===== config.mk =====
export PLATFORM = sky130hd
export DESIGN_NAME = i2s_tx_fifo
export DESIGN_NICKNAME = d
export VERILOG_FILES = /design/src/rtl/i2s_tx_fifo.sv
export SDC_FILE = /design/constraint.sdc
export NUM_CORES = 1
export LEC_CHECK = 0
export ABC_AREA = 1
export BUFFER_PORTS_ARGS = -buffer_cell sky130_fd_sc_hd__buf_2
export CORE_MARGIN = 1
export CORE_UTILIZATION = 54
export CTS_CLUSTER_DIAMETER = 120
export CTS_CLUSTER_SIZE = 12
export DETAILED_ROUTE_END_ITERATION = 8
export GPL_TIMING_DRIVEN = 0
export PLACE_DENSITY = 0.72
export SYNTH_ARGS = -nofsm -noshare
export SYNTH_HDL_FRONTEND = slang
export SYNTH_SLANG_ARGS = --single-unit

===== constraint.sdc =====
create_clock -name in_clk -period 3.7 [get_ports in_clk]
set_input_delay 0.185 -clock in_clk [delete_from_list [all_inputs] [get_ports in_clk]]
set_output_delay 0.185 -clock in_clk [all_outputs]
set_load 0.005 [all_outputs]

===== src/rtl/i2s_tx_fifo.sv =====
// ============================================================================
// i2s_tx_fifo
// ----------------------------------------------------------------------------
// Stereo serial-audio transmitter with an internal frame FIFO.
//
// The sample source pushes stereo frames over a valid/ready handshake. The
// serial side generates MCLK, BCLK and LRCLK from in_clk and shifts each frame
// out MSB-first in I2S, left-justified or right-justified format. The format
// is chosen at run time and only takes effect while the interface is idle.
// A frame start that finds the FIFO empty sends silence and raises a
// one-cycle underrun pulse.
//
// Parameters
//   BPS         sample width in bits per channel (1..SLOT)
//   SLOT        BCLK periods per channel slot (I2S needs SLOT >= BPS+1)
//   BCLK_DIV    in_clk cycles per BCLK half-period (>= 2)
//   MCLK_DIV    in_clk cycles per MCLK half-period (>= 1)
//   FIFO_DEPTH  stereo frames buffered (power of 2, >= 2)
//
// Ports
//   in_clk        system clock
//   in_rst_n      asynchronous active-low reset; aborts any frame, flushes FIFO
//   in_en         1 = run serial interface, 0 = stop at next frame boundary
//   in_mode       0 = I2S, 1 = left-justified, 2 = right-justified, 3 = as LJ
//   in_valid      in_left/in_right hold a frame
//   in_left       left sample, two's complement
//   in_right      right sample, two's complement
//   out_ready     FIFO can accept a frame (registered)
//   out_level     number of frames currently held in the FIFO
//   out_underrun  one-cycle pulse when a frame start found the FIFO empty
//   out_MCLK      codec master clock
//   out_BLCK      bit clock
//   out_PBLRC     playback LR clock
//   out_PBDAT     playback serial data
//   out_MUTE      codec mute, active low (1 = unmuted)
// ============================================================================
module i2s_tx_fifo #(
    parameter int BPS        = 24,
    parameter int SLOT       = 32,
    parameter int BCLK_DIV   = 24,
    parameter int MCLK_DIV   = 3,
    parameter int FIFO_DEPTH = 4
) (
    input  logic                                in_clk,
    input  logic                                in_rst_n,
    input  logic                                in_en,
    input  logic [1:0]                          in_mode,
    input  logic                                in_valid,
    input  logic [BPS-1:0]                      in_left,
    input  logic [BPS-1:0]                      in_right,
    output logic                                out_ready,
    output logic [$clog2(FIFO_DEPTH+1)-1:0]     out_level,
    output logic                                out_underrun,
    output logic                                out_MCLK,
    output logic                                out_BLCK,
    output logic                                out_PBLRC,
    output logic                                out_PBDAT,
    output logic                                out_MUTE
);

    // ------------------------------------------------------------------------
    // Derived widths
    // ------------------------------------------------------------------------
    localparam int LW  = $clog2(FIFO_DEPTH + 1);
    localparam int AW  = $clog2(FIFO_DEPTH);
    localparam int BW  = $clog2(2 * SLOT);
    localparam int BCW = $clog2(BCLK_DIV);
    localparam int MCW = (MCLK_DIV > 1) ? $clog2(MCLK_DIV) : 1;

    localparam logic [1:0] MODE_I2S = 2'd0;
    localparam logic [1:0] MODE_RJ  = 2'd2;

    typedef enum logic [1:0] {
        IDLE = 2'd0,
        RUN  = 2'd1,
        STOP = 2'd2
    } state_t;

    // ------------------------------------------------------------------------
    // Storage and state
    // ------------------------------------------------------------------------
    logic [BPS-1:0] mem_left  [FIFO_DEPTH];
    logic [BPS-1:0] mem_right [FIFO_DEPTH];
    logic [AW-1:0]  wr_ptr;
    logic [AW-1:0]  rd_ptr;
    logic [LW-1:0]  level;
    logic [LW-1:0]  level_next;
    logic           ready_q;

    state_t         state;
    logic [1:0]     mode_q;
    logic [BCW-1:0] bclk_div_cnt;
    logic [MCW-1:0] mclk_div_cnt;
    logic [BW-1:0]  bit_idx;
    logic [BPS-1:0] left_q;
    logic [BPS-1:0] right_q;

    logic           mclk_q;
    logic           bclk_q;
    logic           pblrc_q;
    logic           pbdat_q;
    logic           mute_q;
    logic           underrun_q;

    // ------------------------------------------------------------------------
    // Event decode
    // ------------------------------------------------------------------------
    logic           running;
    logic           bclk_tick;
    logic           bclk_fall;
    logic           bclk_rise;
    logic           frame_edge;
    logic           fifo_empty;
    logic           push;
    logic           pop;
    logic           underrun_evt;

    // bit_idx always names the bit that the next BCLK falling edge presents,
    // so a falling edge with bit_idx == 0 is a frame start.
    assign running      = (state != IDLE);
    assign bclk_tick    = running && (bclk_div_cnt == BCW'(BCLK_DIV - 1));
    assign bclk_fall    = bclk_tick && bclk_q;
    assign bclk_rise    = bclk_tick && !bclk_q;
    assign frame_edge   = bclk_fall && (bit_idx == '0);
    assign fifo_empty   = (level == '0);
    assign push         = in_valid && ready_q;
    // No bypass: an empty FIFO at frame start underruns even if a push lands
    // in the same cycle. STOP never pops; it leaves at this edge instead.
    assign pop          = frame_edge && (state == RUN) && !fifo_empty;
    assign underrun_evt = frame_edge && (state == RUN) && fifo_empty;

    // ------------------------------------------------------------------------
    // FIFO occupancy
    // ------------------------------------------------------------------------
    always_comb begin
        level_next = level;
        if (push && !pop) begin
            level_next = level + LW'(1);
        end else if (!push && pop) begin
            level_next = level - LW'(1);
        end
    end

    // Pointers rely on FIFO_DEPTH being a power of two for natural wrap.
    // out_ready is registered from the next level so it never depends
    // combinationally on in_valid.
    always_ff @(posedge in_clk or negedge in_rst_n) begin
        if (!in_rst_n) begin
            wr_ptr  <= '0;
            rd_ptr  <= '0;
            level   <= '0;
            ready_q <= 1'b1;
        end else begin
            if (push) begin
                wr_ptr <= wr_ptr + AW'(1);
            end
            if (pop) begin
                rd_ptr <= rd_ptr + AW'(1);
            end
            level   <= level_next;
            ready_q <= (level_next != LW'(FIFO_DEPTH));
        end
    end

    // Frame storage needs no reset; the pointers define what is valid.
    always_ff @(posedge in_clk) begin
        if (push) begin
            mem_left[wr_ptr]  <= in_left;
            mem_right[wr_ptr] <= in_right;
        end
    end

    // ------------------------------------------------------------------------
    // Serial bit selection
    // ------------------------------------------------------------------------
    logic           right_ch;
    logic [31:0]    k_pos;
    logic [31:0]    shamt;
    logic           bit_live;
    logic [BPS-1:0] cur_sample;
    logic           data_bit;
    logic           lr_bit;

    always_comb begin
        right_ch = (32'(bit_idx) >= 32'(SLOT));
        k_pos    = right_ch ? (32'(bit_idx) - 32'(SLOT)) : 32'(bit_idx);

        // At frame start the hold registers still carry the previous frame,
        // so the first left bit comes straight from the FIFO head.
        if (bit_idx == '0) begin
            cur_sample = fifo_empty ? '0 : mem_left[rd_ptr];
        end else begin
            cur_sample = right_ch ? right_q : left_q;
        end

        bit_live = 1'b0;
        shamt    = '0;
        case (mode_q)
            MODE_I2S: begin
                if ((k_pos >= 32'd1) && (k_pos <= 32'(BPS))) begin
                    bit_live = 1'b1;
                    shamt    = 32'(BPS) - k_pos;
                end
            end
            MODE_RJ: begin
                if (k_pos >= 32'(SLOT - BPS)) begin
                    bit_live = 1'b1;
                    shamt    = 32'(SLOT - 1) - k_pos;
                end
            end
            default: begin
                if (k_pos < 32'(BPS)) begin
                    bit_live = 1'b1;
                    shamt    = 32'(BPS - 1) - k_pos;
                end
            end
        endcase

        data_bit = bit_live && (|(cur_sample & (BPS'(1) << shamt)));
        lr_bit   = (mode_q == MODE_I2S) ? right_ch : !right_ch;
    end

    // ------------------------------------------------------------------------
    // Control FSM, clock generation and serial outputs
    // ------------------------------------------------------------------------
    always_ff @(posedge in_clk or negedge in_rst_n) begin
        if (!in_rst_n) begin
            state        <= IDLE;
            mode_q       <= MODE_I2S;
            bclk_div_cnt <= '0;
            mclk_div_cnt <= '0;
            bit_idx      <= '0;
            left_q       <= '0;
            right_q      <= '0;
            mclk_q       <= 1'b0;
            bclk_q       <= 1'b1;
            pblrc_q      <= 1'b1;
            pbdat_q      <= 1'b0;
            mute_q       <= 1'b0;
            underrun_q   <= 1'b0;
        end else begin
            underrun_q <= underrun_evt;

            case (state)
                IDLE: begin
                    // MCLK holds its last level while idle.
                    mode_q       <= in_mode;
                    bclk_q       <= 1'b1;
                    pblrc_q      <= 1'b1;
                    pbdat_q      <= 1'b0;
                    mute_q       <= 1'b0;
                    bclk_div_cnt <= '0;
                    mclk_div_cnt <= '0;
                    bit_idx      <= '0;
                    if (in_en) begin
                        state <= RUN;
                    end
                end

                RUN, STOP: begin
                    if (mclk_div_cnt == MCW'(MCLK_DIV - 1)) begin
                        mclk_div_cnt <= '0;
                        mclk_q       <= !mclk_q;
                    end else begin
                        mclk_div_cnt <= mclk_div_cnt + MCW'(1);
                    end

                    if (bclk_tick) begin
                        bclk_div_cnt <= '0;
                    end else begin
                        bclk_div_cnt <= bclk_div_cnt + BCW'(1);
                    end

                    if ((state == STOP) && frame_edge) begin
                        // The edge that would begin a new frame instead parks
                        // the interface; BCLK stays high rather than falling.
                        state   <= IDLE;
                        bclk_q  <= 1'b1;
                        pblrc_q <= 1'b1;
                        pbdat_q <= 1'b0;
                        mute_q  <= 1'b0;
                    end else begin
                        mute_q <= 1'b1;
                        if (bclk_rise) begin
                            bclk_q <= 1'b1;
                        end
                        if (bclk_fall) begin
                            bclk_q  <= 1'b0;
                            pbdat_q <= data_bit;
                            pblrc_q <= lr_bit;
                            if (bit_idx == BW'(2 * SLOT - 1)) begin
                                bit_idx <= '0;
                            end else begin
                                bit_idx <= bit_idx + BW'(1);
                            end
                        end
                        if (frame_edge) begin
                            left_q  <= fifo_empty ? '0 : mem_left[rd_ptr];
                            right_q <= fifo_empty ? '0 : mem_right[rd_ptr];
                        end
                        if ((state == RUN) && !in_en) begin
                            state <= STOP;
                        end
                    end
                end

                default: begin
                    state <= IDLE;
                end
            endcase
        end
    end

    // ------------------------------------------------------------------------
    // Outputs
    // ------------------------------------------------------------------------
    assign out_ready    = ready_q;
    assign out_level    = level;
    assign out_underrun = underrun_q;
    assign out_MCLK     = mclk_q;
    assign out_BLCK     = bclk_q;
    assign out_PBLRC    = pblrc_q;
    assign out_PBDAT    = pbdat_q;
    assign out_MUTE     = mute_q;

endmodule


==> reports/results.ini <==
[critical_path]
crit_type = reg -> reg
crit_path_end_kind = register
crit_arrival_ns = 3.67
crit_path_cell_trace = ha_1 -> inv_1 -> o21ai_1 -> ha_1 -> inv_1 -> ha_1 -> nand2_1 -> nor2_1 -> nand2_1 -> nor2_1 -> nand3_1 -> nand2_1 -> nand3_2 -> nor2_2 -> nand3_1 -> nand2_1 -> nor2_1 -> nand2_1 -> nand2_1 -> nand2_1 -> nand2_1 -> nand2_1 -> nand2_1 -> nand2_1
timing.critical_path.fanout_max = 8
slowest_delay_ns = 0.51
crit_path_frequent_cell = sky130_fd_sc_hd__nand2_1
cp_data_required_time_ns = 4.16
cpMaxStageDelayCell = sky130_fd_sc_hd__dfrtp_1
critical_path.startpoint_type = register

[sta]
timing.final.crit_period_ns = 3.21
final.setup_skew_ns = 0.0138
setup_repair_after_global_routing_missed_its_margin = no
report.final.slew_viol_count = 0
finalHoldViolCount = 0
finalSetupViolCount = 0
hold_ws_ns = 0.0869
worstMarginPinSlew_ns = 0.899
post-route-period-util_pct = 86.7
max_slew_margin_pct = 39.9
max_clock_freq_mhz = 312
setup-tns-final_ns = 0

[logic_synthesis]
cell_with_the_most_instances_after_synthesis = sky130_fd_sc_hd__nand2_1
synth.yosys.seq_area_share_pct = 64.8
yosysTopAreaCell = sky130_fd_sc_hd__edfxtp_1
ys.flop_type = sky130_fd_sc_hd__edfxtp_1
synth_top_cells_by_count = 240 x sky130_fd_sc_hd__nand2_1, 192 x sky130_fd_sc_hd__edfxtp_1, 103 x sky130_fd_sc_hd__o21ai_0
syn-cell-area_um2 = 12000
avgSynthCellArea_um2 = 10.8
asyncSetResetFlopFracSynth_pct = 29.2
synth_cell_types = 44
netlist.area_leader.share_pct = 48.2
yosys_warnings = 0
post_synth_main_area_contributors = sky130_fd_sc_hd__edfxtp_1 48%, sky130_fd_sc_hd__dfrtp_1 16%, sky130_fd_sc_hd__nand2_1 7.5%, sky130_fd_sc_hd__o21ai_0 4.3%, sky130_fd_sc_hd__nor2_1 3.0%
netlist_instances = 1107
synth-seq-cells = 271
synth_enable_flop_cells = 192

[route]
routed_wl_um = 27900
drt-pass1-iter-count = 7
detailroute.via_count = 8741
antenna_violating_nets_post_route = 0
viasPerCell = 5.60
route.detailed.drc = 0
starting_drt_drc_count = 609
wire_per_inst_um = 17.9

[grt]
global_route_wire_length_before_repair_um = 43800
grt_busiest_layer = met2
gr-usage-all-layers_pct = 25.2
grt_max_degree = 57
grt_use_met3_pct = 3.43
grt_pass1_vias = 8453
grt.met1_usage_pct = 34.0
gr-usage-met2_pct = 42.0
grt.overflow.total = 0
antenna_found_initial = 0

[outcome]
result_of_the_run = finished, final reports clean

[clock_network]
clk_pin_slew_ns = 0.06
tritoncts = done
cts_resized = 0
cts.sinks = 271
ctsRootBufferMaster = sky130_fd_sc_hd__clkbuf_16
cts_max_path_buffers = 3
worstSkewPairLatency_ns = 0.53
ctsHtreeMaxLevel = 1
cts-buffers-inserted = 26
post_cts.repair.setup_buffers = 0

[placement]
gpl.final_weighted_congestion = 0.940
place.port_buffers = 63
placedCellCount = 1463
detailedPlacementHpwl_um = 18500

[floorplan]
fp.dieH_um = 151
rows = 54
chipWidth_um = 151
initial_core_util_pct = 55.0
coreArea_um2 = 21800
design.die.area_um2 = 22800
ioPinCount = 64

[power]
total_leakage_power_nw = 5.76
power_density_nw_per_um2 = 623
vdd_drop_max_mv = 0.643

[finish]
layout-drive-gt1-share_pct = 13.1
antenna-diode-count = 0
fill_cells = 1670
finalNetCount = 1344
synthToLayoutAreaGrowth_pct = 17.6
final-instance-count-excl-fill = 1562

[worst_hold_path]
timing.hold.worst.class = in -> reg

[flow_run]
timing.max_cap.violations = 0

[critical path, delay by kind of cell (launching register included)]
| family | cells | cell delay [ns] |
|---|---|---|
| simple gates | 18 | 1.54 |
| compound gates | 1 | 0.22 |
| flops | 1 | 0.51 |
| buf+inv | 2 | 0.17 |
| fa+ha+maj | 3 | 0.67 |
[flip-flops by register name (all words and copies together), names as in the netlist, 3 cells and up]
register,flops
left_q,24
mem_left,96
out_level,3
bclk_div_cnt,5
right_q,24
bit_idx,6
mem_right,96
[cells by family (layout without fill, tap and decap cells)]
group	after synthesis	count (layout)	share of synthesized area [%]
AND/OR/NAND/NOR	417	417	14.9
flip-flops	271	271	64.8
AO/OA/AOI/OAI	256	256	12.6
buffers and inverters	125	292	4.06
adder cells (fa/ha/maj)	28	28	2.93
XOR/XNOR	8	8	0.586
other	1	9	0.0313
multiplexers	1	1	0.0837
[stage by stage]
step           total power, mW  instance area [µm²]  setup slack, ns  utilization (%)
5_1_grt                   9.22                14100            0.128             64.7
3_5_place_dp              6.33                12800            0.500             58.8
3_3_place_gp              6.25                12700            -1.16             58.2
6_report                  8.76                14100            0.494             64.7
2_1_floorplan             5.57                12000            0.550                -
4_1_cts                   8.77                14100            0.461             64.7
[final timing paths]
kind                            slack [ns]                     from                           to  cells past startpoint
worst max-delay path                  0.49   bit_idx[3]$_DFFE_PN0P_        out_PBDAT$_DFFE_PN0P_                     24
max in group asynchronous             2.97                 in_rst_n       right_q[8]$_DFFE_PN0P_                      3
min in group asynchronous             0.11                 in_rst_n  bclk_div_cnt[2]$_DFFE_PN0P_                      2
worst min register to register        0.47  right_q[21]$_DFFE_PN0P_      right_q[21]$_DFFE_PN0P_                      2
worst min-delay path                  0.09                    in_en         state[1]$_DFFE_PN0P_                      4
worst max register to register        0.49   bit_idx[3]$_DFFE_PN0P_        out_PBDAT$_DFFE_PN0P_                     24
[layout by cell type (no fill, tap or decap), types with 2 or more instances in the layout]
cell and n:
sky130_fd_sc_hd__a21oi_1 57, sky130_fd_sc_hd__a21oi_2 2, sky130_fd_sc_hd__a221oi_1 24, sky130_fd_sc_hd__a31oi_1 3, sky130_fd_sc_hd__buf_1 6, sky130_fd_sc_hd__buf_12 4, sky130_fd_sc_hd__buf_2 72, sky130_fd_sc_hd__buf_4 2
sky130_fd_sc_hd__clkbuf_1 61, sky130_fd_sc_hd__clkbuf_16 27, sky130_fd_sc_hd__clkinv_1 2, sky130_fd_sc_hd__conb_1 9, sky130_fd_sc_hd__dfrtp_1 76, sky130_fd_sc_hd__dfstp_2 3, sky130_fd_sc_hd__dlygate4sd3_1 51, sky130_fd_sc_hd__edfxtp_1 192
sky130_fd_sc_hd__ha_1 28, sky130_fd_sc_hd__inv_1 56, sky130_fd_sc_hd__inv_2 9, sky130_fd_sc_hd__nand2_1 240, sky130_fd_sc_hd__nand3_1 22, sky130_fd_sc_hd__nand3_2 5, sky130_fd_sc_hd__nand4_1 17, sky130_fd_sc_hd__nor2_1 91
sky130_fd_sc_hd__nor2_2 5, sky130_fd_sc_hd__nor2_4 4, sky130_fd_sc_hd__nor3_1 2, sky130_fd_sc_hd__nor4_1 2, sky130_fd_sc_hd__o211ai_1 24, sky130_fd_sc_hd__o21ai_0 103, sky130_fd_sc_hd__o21ai_1 9, sky130_fd_sc_hd__o21ai_2 3
sky130_fd_sc_hd__o22ai_1 25, sky130_fd_sc_hd__or2_2 24, sky130_fd_sc_hd__xor2_1 7
[final cells by class]
cell class                 count  area [µm²]  area share [%]
sequential                   271        7750            55.1
clock inverter                 1        6.26          0.0445
tap                          280         350            2.49
inverter                      67         251            1.79
buffer                        58         234            1.66
multi-input combinational    719        3790            27.0
clock buffer                  47         751            5.34
timing repair buffer         119         936            6.65
[what timing repair did]
item / in CTS / in global routing
hold buffers: 51 / 0
setup endpoints to repair: 0 / 0
endpoints found under the hold margin: 272 / 0
[routing by layer]
layer / vias up / part of all wire (%)
li1: 4202 / -
met3: 57 / 6.7
met2: 298 / 49
met5: - / 0
met4: 0 / 2.6
met1: 4184 / 42
[power by group]
part	switching (mW)	internal [mW]
Combinational	1.64	0.692
Clock	1.06	1.36
Sequential	0.176	3.83
Total	2.87	5.89
(Power assumes the default switching activity.)
